`src/rtl/sensor_trafficlights.sv`:
```
// Demand-actuated two-road junction controller (UK light sequence).
// Road A rests on green; opposing-road demand is latched and drives the cycle.
module sensor_trafficlights #(
  parameter int unsigned MIN_GREEN = 4,
  parameter int unsigned AMBER     = 2,
  parameter int unsigned ALLRED    = 1,
  parameter int unsigned REDAMBER  = 1
) (
  input  logic       clk,
  input  logic       rst,
  input  logic       carA,
  input  logic       carB,
  output logic [2:0] lightsA,
  output logic [2:0] lightsB
);

  localparam int unsigned MAX_01 = (MIN_GREEN > AMBER) ? MIN_GREEN : AMBER;
  localparam int unsigned MAX_23 = (ALLRED > REDAMBER) ? ALLRED : REDAMBER;
  localparam int unsigned MAXP   = (MAX_01 > MAX_23) ? MAX_01 : MAX_23;
  localparam int unsigned TMR_W  = $clog2(MAXP) + 1;

  localparam logic [TMR_W-1:0] GREEN_LAST    = TMR_W'(MIN_GREEN - 1);
  localparam logic [TMR_W-1:0] AMBER_LAST    = TMR_W'(AMBER - 1);
  localparam logic [TMR_W-1:0] ALLRED_LAST   = TMR_W'(ALLRED - 1);
  localparam logic [TMR_W-1:0] REDAMBER_LAST = TMR_W'(REDAMBER - 1);

  localparam logic [2:0] RED    = 3'b100;
  localparam logic [2:0] REDAMB = 3'b110;
  localparam logic [2:0] AMB    = 3'b010;
  localparam logic [2:0] GRN    = 3'b001;

  typedef enum logic [2:0] {
    A_GREEN  = 3'd0,
    A_AMBER  = 3'd1,
    RED_AB   = 3'd2,
    B_REDAMB = 3'd3,
    B_GREEN  = 3'd4,
    B_AMBER  = 3'd5,
    RED_BA   = 3'd6,
    A_REDAMB = 3'd7
  } state_e;

  state_e           state_q, state_d;
  logic [TMR_W-1:0] tmr_q, tmr_d;
  logic             reqa_q, reqa_d;
  logic             reqb_q, reqb_d;
  logic [2:0]       lightsa_q, lightsb_q;
  logic             entering;
  logic             in_green;

  // Lamp pattern {lightsA, lightsB} for a given state.
  function automatic logic [5:0] decode(input state_e s);
    case (s)
      A_GREEN:  decode = {GRN,    RED};
      A_AMBER:  decode = {AMB,    RED};
      RED_AB:   decode = {RED,    RED};
      B_REDAMB: decode = {RED,    REDAMB};
      B_GREEN:  decode = {RED,    GRN};
      B_AMBER:  decode = {RED,    AMB};
      RED_BA:   decode = {RED,    RED};
      A_REDAMB: decode = {REDAMB, RED};
      default:  decode = {RED,    RED};
    endcase
  endfunction

  // Next-state: greens wait for opposing demand, all other states are timed.
  always_comb begin
    state_d = state_q;
    case (state_q)
      A_GREEN:  if (tmr_q >= GREEN_LAST && (reqb_q || carB)) state_d = A_AMBER;
      A_AMBER:  if (tmr_q == AMBER_LAST)    state_d = RED_AB;
      RED_AB:   if (tmr_q == ALLRED_LAST)   state_d = B_REDAMB;
      B_REDAMB: if (tmr_q == REDAMBER_LAST) state_d = B_GREEN;
      B_GREEN:  if (tmr_q >= GREEN_LAST && (reqa_q || carA)) state_d = B_AMBER;
      B_AMBER:  if (tmr_q == AMBER_LAST)    state_d = RED_BA;
      RED_BA:   if (tmr_q == ALLRED_LAST)   state_d = A_REDAMB;
      A_REDAMB: if (tmr_q == REDAMBER_LAST) state_d = A_GREEN;
      default:  state_d = A_GREEN;
    endcase
  end

  // Dwell timer and request latches; entering a green clears its own request.
  always_comb begin
    entering = (state_d != state_q);
    in_green = (state_q == A_GREEN) || (state_q == B_GREEN);
    tmr_d    = tmr_q;
    reqa_d   = reqa_q;
    reqb_d   = reqb_q;

    if (entering)                           tmr_d = '0;
    else if (!(in_green && (&tmr_q)))       tmr_d = tmr_q + TMR_W'(1);

    if (entering && state_d == A_GREEN)     reqa_d = 1'b0;
    else if (carA && state_q != A_GREEN)    reqa_d = 1'b1;

    if (entering && state_d == B_GREEN)     reqb_d = 1'b0;
    else if (carB && state_q != B_GREEN)    reqb_d = 1'b1;
  end

  always_ff @(posedge clk) begin
    if (rst) begin
      state_q   <= A_GREEN;
      tmr_q     <= '0;
      reqa_q    <= 1'b0;
      reqb_q    <= 1'b0;
      lightsa_q <= GRN;
      lightsb_q <= RED;
    end else begin
      state_q                  <= state_d;
      tmr_q                    <= tmr_d;
      reqa_q                   <= reqa_d;
      reqb_q                   <= reqb_d;
      {lightsa_q, lightsb_q}   <= decode(state_d);
    end
  end

  assign lightsA = lightsa_q;
  assign lightsB = lightsb_q;

endmodule

```
`config.mk`:
```
export PLATFORM = sky130hd
export DESIGN_NAME = sensor_trafficlights
export DESIGN_NICKNAME = d
export VERILOG_FILES = /design/src/rtl/sensor_trafficlights.sv
export SDC_FILE = /design/constraint.sdc
export NUM_CORES = 1
export LEC_CHECK = 0
export ABC_AREA = 1
export ABC_CLOCK_PERIOD_IN_PS = 3900
export CAP_MARGIN = 25
export CORE_MARGIN = 2
export CORE_UTILIZATION = 40
export CTS_CLUSTER_SIZE = 10
export DETAILED_ROUTE_END_ITERATION = 6
export SLEW_MARGIN = 20
export SYNTH_ARGS = -nofsm -noshare
export SYNTH_HDL_FRONTEND = slang
export SYNTH_SLANG_ARGS = --single-unit
```
`constraint.sdc`:
```
create_clock -name clk -period 3.9 [get_ports clk]
set_input_delay 1.17 -clock clk [delete_from_list [all_inputs] [get_ports clk]]
set_output_delay 1.17 -clock clk [all_outputs]
set_load 0.01 [all_outputs]
```
==> reports/qor.txt, run 1 <==
status = finished clean
Worst Hold Class = register to register
Die Ht = 47.0 um
drt first pass iters = 4
die area = 0.00221 mm2
CP endpoint kind = primary output
Post-CTS Setup Inserts = 0
fraction of layout cells with a size suffix above 1 = 0.204
first-pass GRT wire length = 2.35 mm
total CTS buffers = 3
pre-CTS setup slack = 1.54 ns
Vias/cell = 4.47
clk slew on worst S/H paths = 0.08 ns
worst slew pin tran = 0.328 ns
Global Route met2 Usage = 0.216
Tot GR Track Use = 0.157
CTS tree = built
main combinational cell family by area after synthesis = simple AND/OR/NAND/NOR gates
slew margin rel. = 0.781
flop2flop setup slack = 2.44 ns
ant diodes = 0
Fmax = 435 MHz
Clock Path Buffers = 2
# clock sinks = 14
drt drc = 0
Yosys Warn Count = 0
number of max-cap violations = 0
Syn Area/Cell = 7.72 um2
reg-to-reg critical path endpoint = tmr_q[1]
Startpoint Class = register
busiest grt layer = met1
routed wire length = 1.29 mm
pin count of the biggest net entering global routing = 9
worst setup path class = register to primary output
post-synthesis adder-cell area fraction = 0.0845
cts hold-fix bufs = 0
CTS Root Buffer Type = clkbuf_4
WP data required = 2.73 ns
WL/cell = 9.68 um
worst path buffer plus inverter count = 1
Slew Limit Fails = 0
Syn Nets = 105
XOR/XNOR share of the synthesized area = 0.0118
final setup fails = 0
compound-cell area share of the yosys netlist = 0.0659
sequential area share after synthesis = 0.378
cell breakdown of the critical path = clkdlybuf4s50_1
crit path max fanout = 1
CP startpoint = lightsB[1]
Final #Nets = 118
Cell Rows = 15
Routed Antenna Nets = 0
clock skew = 0.000653 ns
Mapped Area = 741 um2
gr ovfl total = 0
worst reg2reg startpoint = tmr_q[0]
post-layout min period = 2.30 ns
placed cells = 129
Critical Path Sink = lightsB[1]
CP arrival = 1.13 ns
Crit-path slowest cell = clkdlybuf4s50_1
clock latency on the worst-skew pair = 0.28 ns
initial antenna violation count = 0
P&R area growth vs syn = 20.3%
met3 usage = 0.0346
#FFs+latches synth = 14
post-cts resize count = 0
Core Area = 0.00173 mm2
mux share of post-synthesis cell area = 0.0135
die width = 47.0 um
final hold vios = 0
Pwr Density = 563 mW/mm2
synth unique cells = 22
port bufs = 9
detailed-route via count = 595
vias in the first global route = 545
GP Congestion = 0.817
fin crit share = 0.589
final worst slack = 1.60 ns
Initial Utilization = 0.429
io pins = 10
H-Tree Depth = 1
maximum VDD drop = 0.337 mV
Pleak = 0.416 nW
RSZ-0062 raised after global routing = false
Gate Count Post-Synth = 96
setup tns final = 0 ns
critical path's top delay family = buffers and inverters
R2R cell count = 11
starting DRC count in detailed routing = 14
Critical Path Stages = 1
met1 Use GR = 0.218
Layout Cells excl Fill = 133
Post-Synth Simple-Gate Area = 0.365
hpwl dp = 1.03 mm
# fillers = 182
CP peak stage delay = 0.53 ns
[state kept, by name (all words and copies together) (netlist names)]
signal / flops
tmr_q: 3
reqa_q: 1
reqb_q: 1
lightsA: 3
lightsB: 3
state_q: 3
[per-stage QoR]
stage / area, um2 / hold slack, ns / power [mW] / utilization
after floorplan: 741 / 0.480 / 0.349 / -
after global placement: 855 / 0.501 / 0.402 / 0.495
after detailed placement: 855 / 0.505 / 0.404 / 0.495
after CTS: 891 / 0.520 / 0.511 / 0.516
after global routing: 891 / 0.583 / 0.552 / 0.516
final: 891 / 0.522 / 0.502 / 0.516
[area by class of cell]
| cell class | instances | area [um2] | area share |
|---|---|---|---|
| Clock buffer | 4 | 36.3 | 0.0407 |
| Tap cell | 25 | 31.3 | 0.0351 |
| Timing Repair Buffer | 9 | 90.1 | 0.101 |
| Sequential cell | 14 | 280 | 0.315 |
| Multi-Input combinational cell | 67 | 400 | 0.449 |
| Inverter | 14 | 52.6 | 0.0590 |
[synth_stat cells, drive strengths merged]
master,instances,area (um2)
nor3,2,21.3
o21ai,4,20.0
xor2,1,8.76
ha,5,62.6
nor2,16,80.1
nand2,26,118
nor4,1,6.26
nand3,6,45.0
inv,14,52.6
buf,1,7.51
mux2i,1,10.0
a21oi,5,28.8
dfxtp,14,280
[worst min path at each step]
stage               startpoint      to  depth (start not counted)
floorplan               reqb_q  reqb_q                          2
global placement        reqb_q  reqb_q                          2
detailed placement      reqb_q  reqb_q                          2
CTS                     reqb_q  reqb_q                          2
global route            reqb_q  reqb_q                          2
finish                  reqb_q  reqb_q                          2
[cell usage in the layout, fill, tap and decap left out, drive strengths merged]
master         count
inv               14
dfxtp             14
nand3              6
clkbuf             4
xor2               1
nor2              16
o21ai              4
nor3               2
nor4               1
nand2             26
clkdlybuf4s50      9
mux2i              1
a21oi              5
ha                 5
[worst min-delay path, cell delays in order (launching register included)]
cell and delay [ns]:
dfxtp_1 0.31, a21oi_1 0.11, nor3_1 0.06
[logic make-up (layout without fill, tap and decap cells)]
kind of cell,after synthesis,in the layout
AOI/OAI and AO/OA,9,9
xor gates and xnor gates,1,1
adders and majority gates,5,5
buffers and inverters,15,27
DFF,14,14
muxes,1,1
and+or+nand+nor,51,51
[layer usage]
| layer | wire length (um) | share of wire |
|---|---|---|
| met5 | 0 | 0 |
| met4 | 19 | 0.015 |
| met3 | 36 | 0.028 |
| met2 | 532 | 0.41 |
| met1 | 699 | 0.54 |
[power breakdown]
group	total [mW]	switching (mW)	leakage [nW]	internal [mW]
clock network	0.103	0.0462	0.0210	0.0568
logic	0.204	0.125	0.281	0.0798
registers	0.194	0.0221	0.114	0.172
total	0.502	0.193	0.416	0.309
Power figures use the tool's default switching activity.
==> run 2, diff against run 1 <==
Settings changed: ABC_CLOCK_PERIOD_IN_PS 3900 to 2400.
Clock period 3.9 ns to 2.4 ns, I/O delays scaled along.
==> results of run 2 <==
Same layout as run 1 (identical final DEF). Status: finished clean.
Main changes from that run: setup slack after placement 1.54 ns -> 0.495 ns; setup slack after layout 1.60 ns -> 0.553 ns; register-to-register setup slack 2.44 ns -> 0.94 ns; total power 0.502 mW -> 0.815 mW; worst IR drop on VDD 0.337 mV -> 0.547 mV
==> RTL edit: new RTL, flow settings as in run 2 <==
Register the inputs `carA` and `carB` before use, without a reset. The logic sees them one clock later.
--- a/src/rtl/sensor_trafficlights.sv
+++ b/src/rtl/sensor_trafficlights.sv
@@ -41,4 +41,12 @@
   } state_e;
 
+  logic carA_q;
+  logic carB_q;
+
+  always_ff @(posedge clk) begin
+    carA_q <= carA;
+    carB_q <= carB;
+  end
+
   state_e           state_q, state_d;
   logic [TMR_W-1:0] tmr_q, tmr_d;
@@ -68,9 +76,9 @@
     state_d = state_q;
     case (state_q)
-      A_GREEN:  if (tmr_q >= GREEN_LAST && (reqb_q || carB)) state_d = A_AMBER;
+      A_GREEN:  if (tmr_q >= GREEN_LAST && (reqb_q || carB_q)) state_d = A_AMBER;
       A_AMBER:  if (tmr_q == AMBER_LAST)    state_d = RED_AB;
       RED_AB:   if (tmr_q == ALLRED_LAST)   state_d = B_REDAMB;
       B_REDAMB: if (tmr_q == REDAMBER_LAST) state_d = B_GREEN;
-      B_GREEN:  if (tmr_q >= GREEN_LAST && (reqa_q || carA)) state_d = B_AMBER;
+      B_GREEN:  if (tmr_q >= GREEN_LAST && (reqa_q || carA_q)) state_d = B_AMBER;
       B_AMBER:  if (tmr_q == AMBER_LAST)    state_d = RED_BA;
       RED_BA:   if (tmr_q == ALLRED_LAST)   state_d = A_REDAMB;
@@ -92,8 +100,8 @@
 
     if (entering && state_d == A_GREEN)     reqa_d = 1'b0;
-    else if (carA && state_q != A_GREEN)    reqa_d = 1'b1;
+    else if (carA_q && state_q != A_GREEN)    reqa_d = 1'b1;
 
     if (entering && state_d == B_GREEN)     reqb_d = 1'b0;
-    else if (carB && state_q != B_GREEN)    reqb_d = 1'b1;
+    else if (carB_q && state_q != B_GREEN)    reqb_d = 1'b1;
   end
 
Function: changed (Yosys sat finds a counterexample within 10 cycles, from zero or initial values and one cycle with rst high).
==> RTL edit against run 2 <==
  * Cell count decreased by 0.75%
  * Register-to-register slack got worse by 110 ps
  * Total power decreased by 3.0%
  * Worst setup slack got worse by 21 ps
  * Sequential cell count increased by 2
  * Maximum frequency decreased by 1.1%
  * Synthesized area decreased by 1.0%
  * Largest cell class unchanged
  * Final area unchanged
  * Routed wire length decreased by 0.85%
  * Die area decreased by 0.91%
  * Synthesized cell count decreased by 2.1%
==> RTL edit: results (changes against run 2) <==
{| class="wikitable"
! Metric !! Value
|-
| Sw power || 276 uW (-12%)
|-
| Global-route wire length before repair || 2260 um (-4.1%)
|-
| Detailed Place HPWL || 1020 um (-0.54%)
|-
| Count of vias placed by the detailed router || 564 (-5.2%)
|-
| Post-synthesis sequential area ratio || 0.437 (+0.0585)
|-
| Data arrival time of the worst path || 1150 ps (+20 ps)
|-
| Final weighted congestion in routability-driven placement || 0.750 (-8.2%)
|-
| Actual slew at the worst max-slew pin || 232 ps (-96.4 ps)
|-
| VDD IR max || 0.000484 V (-11%)
|-
| Worst setup slack after placement || 676 ps (+181 ps)
|-
| Clock tree skew after final layout || 2.87 ps (+2.22 ps)
|-
| Result of the run || complete, no violations
|-
| Number of distinct library cell variants in the gate-level netlist after synthesis || 20 (-9.1%)
|-
| Capturing point of the worst reg2reg path || tmr_q[0]
|-
| Most used standard cells in the synthesized netlist || sky130_fd_sc_hd__nor2_1 (19), sky130_fd_sc_hd__dfxtp_1 (16), sky130_fd_sc_hd__nand2_1 (16)
|-
| Synthesized Nets || 103 (-1.9%)
|-
| Largest net degree at the start of global routing || 10 (+1)
|-
| Total routing usage reported by global routing || 0.158 (+0.00178)
|-
| Vias in the first global route || 554 (+1.7%)
|-
| Fillers || 191 (+4.9%)
|-
| Static Leakage || 0.431 nW (+3.7%)
|-
| Layout cells sized above 1 || 0.150 (-0.0542)
|-
| Number of cells upsized or downsized after cts || 0 (unchanged)
|-
| Root cell of the clock tree || sky130_fd_sc_hd__clkbuf_4
|-
| Leading post-synthesis cells by cell area || sky130_fd_sc_hd__dfxtp_1 (44%), sky130_fd_sc_hd__nor2_1 (9.7%), sky130_fd_sc_hd__ha_1 (8.5%)
|-
| Total number of H-tree levels || 1 (unchanged)
|-
| FF-to-FF setup slack || 830 ps (-110 ps)
|-
| Critical Path Sink || lightsA[2]
|-
| Number of violations reported at the end of detailed-routing iteration 0 || 8 (-6)
|-
| Cell type of the slowest stage on the worst timing path || sky130_fd_sc_hd__clkdlybuf4s50_1
|-
| Final nets || 117 (-0.85%)
|-
| Stages on the worst setup path || 1 (unchanged)
|-
| Reg-to-reg startpoint || tmr_q[0]
|-
| Clock latency on the worst-skew pair || 290 ps
|-
| Launching instance or port of the critical path || lightsA[2]
|-
| Worst Slack Setup Final || 532 ps (-20.7 ps)
|-
| Routed wire length || 1280 um (-0.85%)
|}
## RTL edit: power groups by stage
stage	Sequential [mW]	Combinational (mW)	Clock, mW
2_1_floorplan	0.348	0.196	0
3_3_place_gp	0.344	0.274	0
3_5_place_dp	0.347	0.282	0
4_1_cts	0.340	0.283	0.182
5_1_grt	0.345	0.326	0.191
6_report	0.339	0.277	0.176
## RTL edit: how the worst min path moves through the flow
stage,start,to,cells after the start
5_1_grt,reqb_q,reqb_q,1
6_report,reqb_q,reqb_q,1
4_1_cts,reqb_q,reqb_q,1
3_5_place_dp,reqb_q,reqb_q,1
3_3_place_gp,reqb_q,reqb_q,1
2_1_floorplan,carA_q,reqa_q,2
## RTL edit: layer usage
layer  track usage  routed length (um)  vias up  part of all wire
met5             0                   0        -                 0
met4         0.150                  58        0             0.045
met3        0.0423                  47        5             0.037
met2         0.230                 544        7              0.43
met1         0.187                 626      238              0.49
li1              -                   -      314                 -
## RTL edit: cells by family after synthesis
family                   Yosys count  share of synthesized area
XOR/XNOR                           1                     0.0119
AO/OA/AOI/OAI                      6                     0.0563
adder cells (fa/ha/maj)            5                     0.0853
AND/OR/NAND/NOR                   48                      0.309
multiplexers                       1                     0.0137
buffers and inverters             17                     0.0870
flip-flops                        16                      0.437
## RTL edit: metrics by stage
| step | cells | hold WS [ps] | utilization | cell area (um2) |
|---|---|---|---|---|
| 3_3_place_gp | 128 | 522 | 0.495 | 855 |
| 4_1_cts | 132 | 548 | 0.516 | 891 |
| 6_report | 132 | 541 | 0.516 | 891 |
| 5_1_grt | 132 | 555 | 0.516 | 891 |
| 3_5_place_dp | 128 | 526 | 0.495 | 855 |
| 2_1_floorplan | 94 | 488 | - | 733 |
## RTL edit: layout make-up
type | instances | area (um2) | share of cell area
multi-input combinational | 61 | 349 | 0.392
timing repair buffer | 9 | 90.1 | 0.101
sequential | 16 | 320 | 0.360
tap | 25 | 31.3 | 0.0351
inverter | 17 | 63.8 | 0.0716
clock buffer | 4 | 36.3 | 0.0407
